## src/rtl/bsg_axil_csr_pkg.sv

```systemverilog
// Shared AXI-Lite response encodings for the CSR slave and its write-channel join.
package bsg_axil_csr_pkg;

   typedef enum logic [1:0] {
      RESP_OKAY   = 2'b00,
      RESP_EXOKAY = 2'b01,
      RESP_SLVERR = 2'b10,
      RESP_DECERR = 2'b11
   } axil_resp_e;

   function automatic axil_resp_e resp_for(input logic in_range);
      return in_range ? RESP_OKAY : RESP_SLVERR;
   endfunction

endpackage

```

## src/rtl/bsg_axil_csr_wr_join.sv

```systemverilog
// Joins independently arriving AW and W beats into a single write commit and owns the B channel.
module bsg_axil_csr_wr_join
   import bsg_axil_csr_pkg::*;
#(
   parameter int addr_width_p = 32,
   parameter int data_width_p = 32
) (
   input  logic                      clk,
   input  logic                      rst_n,
   input  logic [addr_width_p-1:0]   aw_addr,
   input  logic                      aw_valid,
   output logic                      aw_ready,
   input  logic [data_width_p-1:0]   w_data,
   input  logic [data_width_p/8-1:0] w_strb,
   input  logic                      w_valid,
   output logic                      w_ready,
   output logic                      b_valid,
   output axil_resp_e                b_resp,
   input  logic                      b_ready,
   input  logic                      commit_ok,
   output logic                      commit_v,
   output logic [addr_width_p-1:0]   wr_addr,
   output logic [data_width_p-1:0]   wr_data,
   output logic [data_width_p/8-1:0] wr_strb
);

   logic                      aw_v_r;
   logic                      w_v_r;
   logic                      b_v_r;
   axil_resp_e                b_resp_r;
   logic [addr_width_p-1:0]   addr_r;
   logic [data_width_p-1:0]   data_r;
   logic [data_width_p/8-1:0] strb_r;

   assign aw_ready = ~aw_v_r & ~b_v_r;
   assign w_ready  = ~w_v_r & ~b_v_r;
   assign commit_v = aw_v_r & w_v_r & ~b_v_r;
   assign b_valid  = b_v_r;
   assign b_resp   = b_resp_r;
   assign wr_addr  = addr_r;
   assign wr_data  = data_r;
   assign wr_strb  = strb_r;

   // A holding register can never be loaded in its own commit cycle, since ready is low while it is full.
   always_ff @(posedge clk or negedge rst_n) begin
      if (!rst_n) begin
         aw_v_r   <= 1'b0;
         w_v_r    <= 1'b0;
         b_v_r    <= 1'b0;
         b_resp_r <= RESP_OKAY;
         addr_r   <= '0;
         data_r   <= '0;
         strb_r   <= '0;
      end else begin
         if (aw_valid && aw_ready) begin
            aw_v_r <= 1'b1;
            addr_r <= aw_addr;
         end else if (commit_v) begin
            aw_v_r <= 1'b0;
         end
         if (w_valid && w_ready) begin
            w_v_r  <= 1'b1;
            data_r <= w_data;
            strb_r <= w_strb;
         end else if (commit_v) begin
            w_v_r <= 1'b0;
         end
         if (commit_v) begin
            b_v_r    <= 1'b1;
            b_resp_r <= resp_for(commit_ok);
         end else if (b_v_r && b_ready) begin
            b_v_r <= 1'b0;
         end
      end
   end

endmodule

```

## src/rtl/bsg_axil_csr_slave.sv

```systemverilog
// AXI4-Lite slave exposing a bank of read/write CSRs; define BSG_AXIL_CSR_SLAVE_STATUS_EN
// to add a read-only status window directly above the CSRs.
module bsg_axil_csr_slave
   import bsg_axil_csr_pkg::*;
#(
   parameter int                    addr_width_p = 32,
   parameter int                    data_width_p = 32,
   parameter int                    num_regs_p   = 8,
   parameter logic [data_width_p-1:0] reset_val_p = '0
) (
   input  logic                               aclk_i,
   input  logic                               aresetn_i,
   input  logic [addr_width_p-1:0]            awaddr_i,
   input  logic [2:0]                         awprot_i,
   input  logic                               awvalid_i,
   output logic                               awready_o,
   input  logic [data_width_p-1:0]            wdata_i,
   input  logic [data_width_p/8-1:0]          wstrb_i,
   input  logic                               wvalid_i,
   output logic                               wready_o,
   output logic [1:0]                         bresp_o,
   output logic                               bvalid_o,
   input  logic                               bready_i,
   input  logic [addr_width_p-1:0]            araddr_i,
   input  logic [2:0]                         arprot_i,
   input  logic                               arvalid_i,
   output logic                               arready_o,
   output logic [data_width_p-1:0]            rdata_o,
   output logic [1:0]                         rresp_o,
   output logic                               rvalid_o,
   input  logic                               rready_i,
`ifdef BSG_AXIL_CSR_SLAVE_STATUS_EN
   input  logic [num_regs_p*data_width_p-1:0] status_i,
`endif
   output logic [num_regs_p*data_width_p-1:0] csr_data_o,
   output logic                               csr_wr_v_o,
   output logic [$clog2(num_regs_p)-1:0]      csr_wr_idx_o
);

   localparam int OFF_W = $clog2(data_width_p/8);
   localparam int IDX_W = $clog2(num_regs_p);
   localparam logic [addr_width_p-1:0] NUM_REGS_A = addr_width_p'(num_regs_p);
`ifdef BSG_AXIL_CSR_SLAVE_STATUS_EN
   localparam logic [addr_width_p-1:0] NUM_WORDS_A = addr_width_p'(2*num_regs_p);
`endif

   logic                      commit_v;
   logic                      commit_ok;
   logic                      csr_we;
   logic [addr_width_p-1:0]   wr_addr;
   logic [data_width_p-1:0]   wr_data;
   logic [data_width_p/8-1:0] wr_strb;
   logic [addr_width_p-1:0]   w_index;
   logic [addr_width_p-1:0]   r_index;
   axil_resp_e                b_resp;
   axil_resp_e                rd_resp;
   logic [data_width_p-1:0]   rd_word;
   logic                      unused_prot;

   assign unused_prot = ^{awprot_i, arprot_i};

   bsg_axil_csr_wr_join #(
      .addr_width_p(addr_width_p),
      .data_width_p(data_width_p)
   ) wr_join (
      .clk      (aclk_i),
      .rst_n    (aresetn_i),
      .aw_addr  (awaddr_i),
      .aw_valid (awvalid_i),
      .aw_ready (awready_o),
      .w_data   (wdata_i),
      .w_strb   (wstrb_i),
      .w_valid  (wvalid_i),
      .w_ready  (wready_o),
      .b_valid  (bvalid_o),
      .b_resp   (b_resp),
      .b_ready  (bready_i),
      .commit_ok(commit_ok),
      .commit_v (commit_v),
      .wr_addr  (wr_addr),
      .wr_data  (wr_data),
      .wr_strb  (wr_strb)
   );

   assign bresp_o = b_resp;

   // The status window is read-only, so only true CSR indices are writable.
   assign w_index      = wr_addr >> OFF_W;
   assign commit_ok    = (w_index < NUM_REGS_A);
   assign csr_we       = commit_v & commit_ok;
   assign csr_wr_v_o   = csr_we;
   assign csr_wr_idx_o = w_index[IDX_W-1:0];

   for (genvar gi = 0; gi < num_regs_p; gi++) begin : g_csr
      logic [data_width_p-1:0] word_r;

      always_ff @(posedge aclk_i or negedge aresetn_i) begin
         if (!aresetn_i) begin
            word_r <= reset_val_p;
         end else if (csr_we && (w_index[IDX_W-1:0] == IDX_W'(gi))) begin
            for (int b = 0; b < data_width_p/8; b++) begin
               if (wr_strb[b]) word_r[b*8 +: 8] <= wr_data[b*8 +: 8];
            end
         end
      end

      assign csr_data_o[gi*data_width_p +: data_width_p] = word_r;
   end

   assign r_index = araddr_i >> OFF_W;

   always_comb begin
      rd_word = '0;
      rd_resp = RESP_SLVERR;
      if (r_index < NUM_REGS_A) begin
         rd_word = csr_data_o[int'(r_index[IDX_W-1:0])*data_width_p +: data_width_p];
         rd_resp = RESP_OKAY;
      end
`ifdef BSG_AXIL_CSR_SLAVE_STATUS_EN
      else if (r_index < NUM_WORDS_A) begin
         rd_word = status_i[int'(r_index[IDX_W-1:0])*data_width_p +: data_width_p];
         rd_resp = RESP_OKAY;
      end
`endif
   end

   assign arready_o = ~rvalid_o;

   // Read data is captured from the pre-edge CSR value, so a same-cycle commit is not visible.
   always_ff @(posedge aclk_i or negedge aresetn_i) begin
      if (!aresetn_i) begin
         rvalid_o <= 1'b0;
         rdata_o  <= '0;
         rresp_o  <= RESP_OKAY;
      end else if (arvalid_i && arready_o) begin
         rvalid_o <= 1'b1;
         rdata_o  <= rd_word;
         rresp_o  <= rd_resp;
      end else if (rvalid_o && rready_i) begin
         rvalid_o <= 1'b0;
      end
   end

endmodule
```

## config.mk

```make
export PLATFORM = sky130hd
export DESIGN_NAME = bsg_axil_csr_slave
export DESIGN_NICKNAME = d
export VERILOG_FILES = /design/src/rtl/bsg_axil_csr_pkg.sv /design/src/rtl/bsg_axil_csr_wr_join.sv /design/src/rtl/bsg_axil_csr_slave.sv
export SDC_FILE = /design/constraint.sdc
export NUM_CORES = 1
export LEC_CHECK = 0
export ABC_AREA = 1
export BUFFER_PORTS_ARGS = -buffer_cell sky130_fd_sc_hd__clkbuf_2
export CAP_MARGIN = 20
export CORE_MARGIN = 3
export CORE_UTILIZATION = 35
export DETAILED_ROUTE_END_ITERATION = 12
export HOLD_SLACK_MARGIN = 0.12
export PLACE_DENSITY = 0.52
export SYNTH_ARGS = -nofsm -noshare
export SYNTH_HDL_FRONTEND = slang
export SYNTH_HIERARCHICAL = 1
export SYNTH_SLANG_ARGS = --single-unit
```

## constraint.sdc

```tcl
create_clock -name aclk_i -period 1.95 [get_ports aclk_i]
set_input_delay 0.195 -clock aclk_i [delete_from_list [all_inputs] [get_ports aclk_i]]
set_output_delay 0.195 -clock aclk_i [all_outputs]
set_load 0.02 [all_outputs]
```

==> results.cfg, run 1 <==
[run_status]
status = complete, but fails checks
violations = negative setup slack

[grt]
grt_max_degree = 83
antenna_found_initial = 2
grt_pass1_wl_mm = 110
grt_pass1_vias = 17100
track_usage = 0.253
grt-ovfl-total = 0

[yosys]
syn-num-nets = 2327
syn_inst = 2214
yosysWarningCount = 6
syn_area_um2 = 18700
syn_area_per_cell_um2 = 8.45

[pwr]
p_per_area_nw_per_um2 = 1020
p_sw_w = 0.00922
p_sw_frac = 0.386
p_leak_nw = 12.7
p_clk_frac = 0.329
p_comb_frac = 0.254
internal_power_w = 0.0147
power_frac_seq = 0.417
peakVddDrop_mv = 0.754

[critical_path]
critical-path-top-delay-family = simple AND/OR/NAND/NOR gates
path_buf_inv = 2
cp-end-kind = output port
r2r_start = wr_join/wr_addr[24]
critPathMaxFanout = 2
crit_path_top_delay_cell = dfrtp_1
rr_endpoint = g_csr[6].word_r[6]
required_ns = 1.75
reg2reg_slack_ns = -0.01
max_stage_delay_ns = 0.37
reg2reg_depth = 11
path_class = register to output port
cp-start-kind = register
cp_cell_sequence = nor2_1 > and2_1 > nand2_1 > nor2_1 > nand2_1 > nor2_4 > buf_12 > buf_8
crit_arrival_ns = 1.79

[timing]
worstMarginPinSlew_ns = 0.652
rsz0062_at_grt = true
fin_skew_ns = 0.0329
fin_setup_tns_ns = -0.0496
setup_ws_ns = -0.0376
period_share = 1.02
finalSetupViolations = 3
slew_headroom = 0.565
final-max-slew-violation-count = 0
hold_viol = 0
max_freq_mhz = 503
fin_crit_ns = 1.99

[cts]
clk_latency_ns = 0.56
tritoncts = done
htree_num_levels = 2
clockRootBuffer = clkbuf_16
numCtsBuffers = 43
clk_pin_slew_ns = 0.06
clock_path_buffers = 3
cts_sinks = 360

[die]
initial_core_util = 0.354
fp.dieH_um = 237
die_w_um = 237
pin_count = 414
die-area_um2 = 56200
rows = 84
coreArea_um2 = 52800

[worst_hold_path]
min_path_type = input port to async pin

[detailed_routing]
drt_iter0_drc = 1485
first_pass_iters = 5
routed_wl_mm = 74.2
vias = 18100
route.detailed.drc = 0
wl_per_cell_um = 22.1
ant_nets = 0
via_per_inst = 5.39

[finish]
final_cell_mix = 909 x nand2_1, 398 x clkbuf_2, 356 x dfrtp_1
area_growth_pct = 25.6
mostFrequentLayoutCell = nand2_1
final_net_count = 2749
drive_above_1_share = 0.239
nFillCells = 5199

[placed_design]
dp_hpwl_mm = 50.0
place_ws_ns = 0.0390
port_buffers = 401
gp_congestion = 0.862

[flow_run]
timing.max_cap.violations = 0
-- per-stage QoR --
step | util | cell area [um^2] | power, W | hold slack (ns) | instances
floorplan | - | 18700 | 0.0144 | -0.101 | 2214
global placement | 0.398 | 21000 | 0.0156 | 0.164 | 3179
detailed placement | 0.398 | 21000 | 0.0158 | 0.162 | 3179
CTS | 0.441 | 23300 | 0.0239 | 0.154 | 3341
global route | 0.445 | 23500 | 0.0249 | 0.186 | 3352
finish | 0.445 | 23500 | 0.0239 | 0.167 | 3353
-- worst max-delay path by stage --
| stage | end | depth (start not counted) | startpoint |
|---|---|---|---|
| after floorplan | g_csr[2].word_r[16] | 7 | wr_join/b_valid |
| after global placement | g_csr[5].word_r[18] | 6 | wr_join/wr_addr[3] |
| after detailed placement | g_csr[5].word_r[19] | 6 | wr_join/wr_addr[3] |
| after CTS | csr_wr_v_o | 8 | wr_join/wr_addr[24] |
| after global routing | csr_wr_v_o | 9 | wr_join/wr_addr[26] |
| final | csr_wr_v_o | 8 | wr_join/wr_addr[24] |
-- state kept, by name (all words and copies together), names as in the netlist --
register,flops
wr_join/wr_strb,4
wr_join/b_resp,1
rvalid_o,1
wr_join/wr_data,32
rresp_o,1
wr_join/w_v_r,1
g_csr.word_r,256
rdata_o,32
wr_join/aw_v_r,1
wr_join/b_valid,1
wr_join/wr_addr,30
-- metal layers --
metal,GRT usage,up-vias,routed length (um)
li1,-,8283,-
met1,0.357,8830,32700
met2,0.402,854,34000
met3,0.0498,103,5840
met4,0.0688,2,1710
met5,0,-,13
-- final cells by class --
type	instances	area [um^2]	share of cell area
Antenna cell	1	2.50	0.000107
Clock buffer	58	1190	0.0508
Clock inverter	15	158	0.00671
Inverter	29	134	0.00570
Multi-Input combinational cell	1623	7940	0.338
Sequential cell	360	9010	0.384
Tap cell	688	861	0.0367
Timing Repair Buffer	579	4180	0.178
-- power by group through the flow --
stage	Clock [W]	Combinational, W	Sequential, W
2_1_floorplan	0	0.00562	0.00878
3_3_place_gp	0	0.00562	0.0100
3_5_place_dp	0	0.00570	0.0101
4_1_cts	0.00803	0.00596	0.00992
5_1_grt	0.00830	0.00655	0.0101
6_report	0.00787	0.00607	0.00998
-- what timing repair did --
action                                  4_1_cts  5_1_grt
endpoints found under the setup margin        2      255
hold buffers                                 82        0
gates resized for setup                       9        8
pin swaps                                     4        5
gates cloned                                  1        4
endpoints found under the hold margin       429        0
buffers inserted                              6        7
No activity file was read; power rests on OpenSTA's default activity.
==> run 2: changes to the inputs <==
--- a/constraint.sdc
+++ b/constraint.sdc
@@ -3,2 +3,2 @@
 set_output_delay 0.195 -clock aclk_i [all_outputs]
-set_load 0.02 [all_outputs]
+set_load 0.005 [all_outputs]
==> run 2 against run 1 <==
Compared with the run above: the flow still finishes with violations (negative setup slack); clock power rose by 1%; total power about the same; setup slack improved by 0.033 ns; count of clock-buffer cells in the layout rose by 8; utilization grew 0.20 points; die area stayed put; largest power group unchanged; highest routed layer is now met4.
==> results.cfg, run 2 (synthesis gave the netlist of run 1 again) <==
[critical_path]
max_stage_delay_ns = 0.37
path_buf_inv = 3
critPathMaxFanout = 8
cp-start-kind = register
crit_arrival_ns = 2.41
required_ns = 2.40
path_class = register to register
cp-end-kind = register
crit_path_top_delay_cell = dfrtp_1
cp_cell_sequence = buf_4 > nor2_1 > nand2_1 > nor2_1 > nand2_1 > nor2_8 > buf_12 > clkbuf_16 > nand4_4 > nand2_1 > nand2_1
crit_top_cell = nand2_1
critical-path-top-delay-family = simple AND/OR/NAND/NOR gates

[grt]
grtUsageMet3 = 0.0477
gr-max-usage-layer = met2
grt_pass1_wl_mm = 109
antenna_found_initial = 0
gr-usage-met2 = 0.397
grt_max_degree = 83
track_usage = 0.252
gr-usage-met1 = 0.353
grt-ovfl-total = 0
grt_pass1_vias = 17100

[timing]
rsz0062_at_grt = true
max_freq_mhz = 512
final-max-slew-violation-count = 0
fin_skew_ns = 0.0194
period_share = 1.00
worstMarginPinSlew_ns = 0.656
fin_setup_tns_ns = -0.00426
fin_crit_ns = 1.95
finalSetupViolations = 1
setup_ws_ns = -0.00426
slew_headroom = 0.563
hold_viol = 0

[run_status]
status = complete, but fails checks
violations = negative setup slack

[finish]
antenna_cells = 0
nFillCells = 5238
final_cell_mix = 911 x nand2_1, 399 x clkbuf_2, 356 x dfrtp_1
drive_above_1_share = 0.241
final_net_count = 2753
mostFrequentLayoutCell = nand2_1
seqCellArea_um2 = 9010
regMostFlops = g_csr.word_r
area_growth_pct = 26.1
multi_input_area_um2 = 7940
final_core_util = 0.447
largest_reg_flops = 256
final_cells = 3358

[detailed_routing]
vias = 18100
routed_wl_mm = 74.2
first_pass_iters = 5
drt_iter0_drc = 1531
ant_nets = 0
wl_per_cell_um = 22.1
route.detailed.drc = 0
via_per_inst = 5.39

[pwr]
p_leak_nw = 12.8
p_sw_w = 0.00913
power_frac_seq = 0.418
p_comb_frac = 0.249
peakVddDrop_mv = 0.657
finalPower_w = 0.0239
p_per_area_nw_per_um2 = 1010
p_sw_frac = 0.382
p_clk_frac = 0.333
internal_power_w = 0.0148

[die]
fp.dieH_um = 237
initial_core_util = 0.354
pin_count = 414
coreArea_um2 = 52800
rows = 84
die-area_um2 = 56200
die_w_um = 237

[cts]
clk_pin_slew_ns = 0.06
tritoncts = done
cts_sinks = 360
clk_latency_ns = 0.57
clock_path_buffers = 3
htree_num_levels = 2
clockRootBuffer = clkbuf_16
numCtsBuffers = 42

[placed_design]
dp_hpwl_mm = 49.8
dp_cells = 3181
gp_congestion = 0.848
place_ws_ns = 0.0650
port_buffers = 401

[worst_hold_path]
min_path_type = input port to async pin

[flow_run]
timing.max_cap.violations = 0
[run 2: cell count changes in the layout (fill, tap and decap cells not counted), moves of 2 or more]
cell / before / now
clkinv_2: 10 / 5
nor2_1: 130 / 126
buf_4: 47 / 52
clkbuf_8: 6 / 14
nand2_2: 6 / 4
bufinv_16: 3 / 1
nor2_2: 1 / 5
buf_6: 6 / 2
nand2_1: 909 / 911
[run 2: routing by layer]
| layer | part of all wire | up-vias | wire length, um |
|---|---|---|---|
| met2 | 0.46 | 876 | 33800 |
| met1 | 0.43 | 8781 | 32000 |
| met5 | 0 | - | 0 |
| met3 | 0.081 | 134 | 6040 |
| met4 | 0.031 | 0 | 2270 |
| li1 | - | 8295 | - |
[run 2: layout make-up]
class / count / area share
multi-input combinational: 1623 / 0.337
sequential: 360 / 0.382
tap: 688 / 0.0365
clock buffer: 66 / 0.0552
inverter: 29 / 0.00568
clock inverter: 8 / 0.00355
timing repair buffer: 584 / 0.180
[run 2: through the flow]
step                cell area [um^2]  hold WS, ns
floorplan                      18700       -0.101
global placement               21000        0.170
detailed placement             21000        0.165
CTS                            23400        0.155
global route                   23600        0.179
finish                         23600        0.164
[run 2: timing repair]
action | in CTS | in global routing
gates resized for setup | 4 | 10
hold endpoints to repair | 429 | 0
cloned | 2 | 5
hold buffers | 83 | 0
buffers inserted | 10 | 4
pin swaps | 5 | 3
endpoints found under the setup margin | 3 | 259
[run 2: final timing paths]
path	from	end	slack (ns)	cells after the start
worst max-delay path	wr_join/wr_addr[15]	g_csr[3].word_r[16]	-0.004	11
max in group asynchronous	aresetn_i	g_csr[0].word_r[24]	1.07	3
worst min-delay path	aresetn_i	rdata_o[4]	0.16	2
worst max register to register	wr_join/wr_addr[15]	g_csr[3].word_r[16]	-0.004	11
worst min register to register	wr_join/wr_addr[17]	wr_join/wr_addr[17]	0.47	2
min in group aclk_i	araddr_i[4]	rdata_o[0]	0.22	6
[run 2: power groups by stage]
stage,clock [W],sequential [W],combinational [W]
floorplan,0,0.00872,0.00559
global placement,0,0.0100,0.00550
detailed placement,0,0.0101,0.00557
CTS,0.00814,0.00990,0.00590
global route,0.00844,0.0101,0.00647
finish,0.00796,0.00997,0.00595
==> run 3: changes to the inputs <==
MAX_ROUTING_LAYER = met4   (was not set)
==> run 3 against run 2 <==
Compared with the run above: critical endpoint is now csr_wr_v_o; largest cell class unchanged; setup slack got worse by 0.0076 ns; the flow still finishes with violations (negative setup slack); sequential power about the same; utilization decreased by 0.069 points; wire length decreased by 1.5%.
==> results.cfg, run 3 (synthesis gave the netlist of run 1 again) <==
[run_status]
status = complete, but fails checks
violations = negative setup slack

[timing]
fin_skew_ns = 0.0168
fin_setup_tns_ns = -0.0119
rsz0062_at_grt = true
final-max-slew-violation-count = 0
holdWs_ns = 0.122
max_freq_mhz = 510
setup_ws_ns = -0.0119
worstMarginPinSlew_ns = 0.640
hold_viol = 0
period_share = 1.01
finalSetupViolations = 1
slew_headroom = 0.573
fin_crit_ns = 1.96

[detailed_routing]
first_pass_iters = 6
route.detailed.drc = 0
wl_per_cell_um = 21.7
routed_wl_mm = 73.1
via_per_inst = 5.35
vias = 18000
ant_nets = 0
drt_iter0_drc = 1496

[finish]
area_growth_pct = 25.9
largest_reg_flops = 256
final_core_util = 0.446
final_net_count = 2754
final_cell_mix = 902 x nand2_1, 398 x clkbuf_2, 356 x dfrtp_1
fin_area_um2 = 23500
drive_above_1_share = 0.244
regMostFlops = g_csr.word_r
mostFrequentLayoutCell = nand2_1

[die]
rows = 84
pin_count = 414
die_w_um = 237
initial_core_util = 0.354
die-area_um2 = 56200
coreArea_um2 = 52800
fp.dieH_um = 237

[grt]
track_usage = 0.259
grt-ovfl-total = 0
antenna_found_initial = 1
grt_pass1_wl_mm = 109
grt_max_degree = 66
grt_pass1_vias = 17100

[critical_path]
cp-start-kind = register
critPathMaxFanout = 3
cp-end-kind = output port
crit_arrival_ns = 1.77
required_ns = 1.75
path_class = register to output port
reg2reg_depth = 11

[cts]
numCtsBuffers = 43
htree_num_levels = 2
cts_sinks = 360
clk_pin_slew_ns = 0.06
tritoncts = done
clockRootBuffer = clkbuf_16
clock_path_buffers = 3
clk_latency_ns = 0.56

[pwr]
p_per_area_nw_per_um2 = 1010
p_leak_nw = 12.8
peakVddDrop_mv = 0.752

[placed_design]
gp_congestion = 0.862
dp_hpwl_mm = 50.0
placed_area_um2 = 21000
place_ws_ns = 0.0255
port_buffers = 401

[worst_hold_path]
min_path_type = input port to async pin

[flow_run]
timing.max_cap.violations = 0
[run 3: cell count changes in the layout (fill, tap and decap cells not counted), moves of 4 or more]
cell | previous run | this run
nand2_1 | 911 | 902
buf_6 | 2 | 6
clkbuf_8 | 14 | 9
clkbuf_1 | 9 | 13
nand2_2 | 4 | 13
[run 3: worst max-delay path, cell delays in order (launching register included)]
cell,delay (ns)
dfrtp_1,0.40
nor2_1,0.11
and2_1,0.14
nand2_1,0.06
nor2_1,0.08
nand2_1,0.09
nor2_4,0.13
buf_12,0.12
buf_6,0.08
[run 3: worst paths after layout]
| path | startpoint | end | slack, ns |
|---|---|---|---|
| max | wr_join/wr_addr[27] | csr_wr_v_o | -0.01 |
| min | aresetn_i | rdata_o[4] | 0.12 |
| max reg2reg | wr_join/wr_addr[27] | g_csr[5].word_r[5] | 0.02 |
| min reg2reg | wr_join/wr_addr[17] | wr_join/wr_addr[17] | 0.47 |
| max in group asynchronous | aresetn_i | g_csr[4].word_r[12] | 1.05 |
| min in group aclk_i | wvalid_i | wr_join/wr_data[0] | 0.16 |
[run 3: area by class of cell]
class | count | area (um^2)
fill | 5247 | 29200
sequential | 360 | 9010
multi-input combinational | 1623 | 7970
timing repair buffer | 584 | 4210
clock buffer | 65 | 1250
tap | 688 | 861
inverter | 29 | 134
clock inverter | 10 | 104
antenna | 1 | 2.50
[run 3: repair_timing]
action | CTS | global route
gates cloned | 1 | 4
pin swaps | 4 | 15
hold buffers | 81 | 0
hold endpoints to repair | 429 | 0
endpoints found under the setup margin | 2 | 226
setup buffers | 5 | 8
gates resized for setup | 4 | 27
[run 3: power breakdown]
group          total (W)  internal [W]  switching, W
logic            0.00594       0.00190       0.00404
clock network    0.00788       0.00466       0.00322
registers        0.00998       0.00815       0.00183
[run 3: per-layer routing]
metal / vias to the layer above / global-route usage / wire length [um]
met5: - / - / 0
met1: 8777 / 0.354 / 32200
met3: 107 / 0.0507 / 5540
met4: 0 / 0.0730 / 1950
li1: 8304 / - / -
met2: 793 / 0.396 / 33400
[run 3: per-stage QoR]
| step | std cells | power [W] |
|---|---|---|
| after floorplan | 2214 | 0.0143 |
| after global placement | 3185 | 0.0155 |
| after detailed placement | 3185 | 0.0156 |
| after CTS | 3347 | 0.0238 |
| after global routing | 3360 | 0.0249 |
| final | 3360 | 0.0238 |
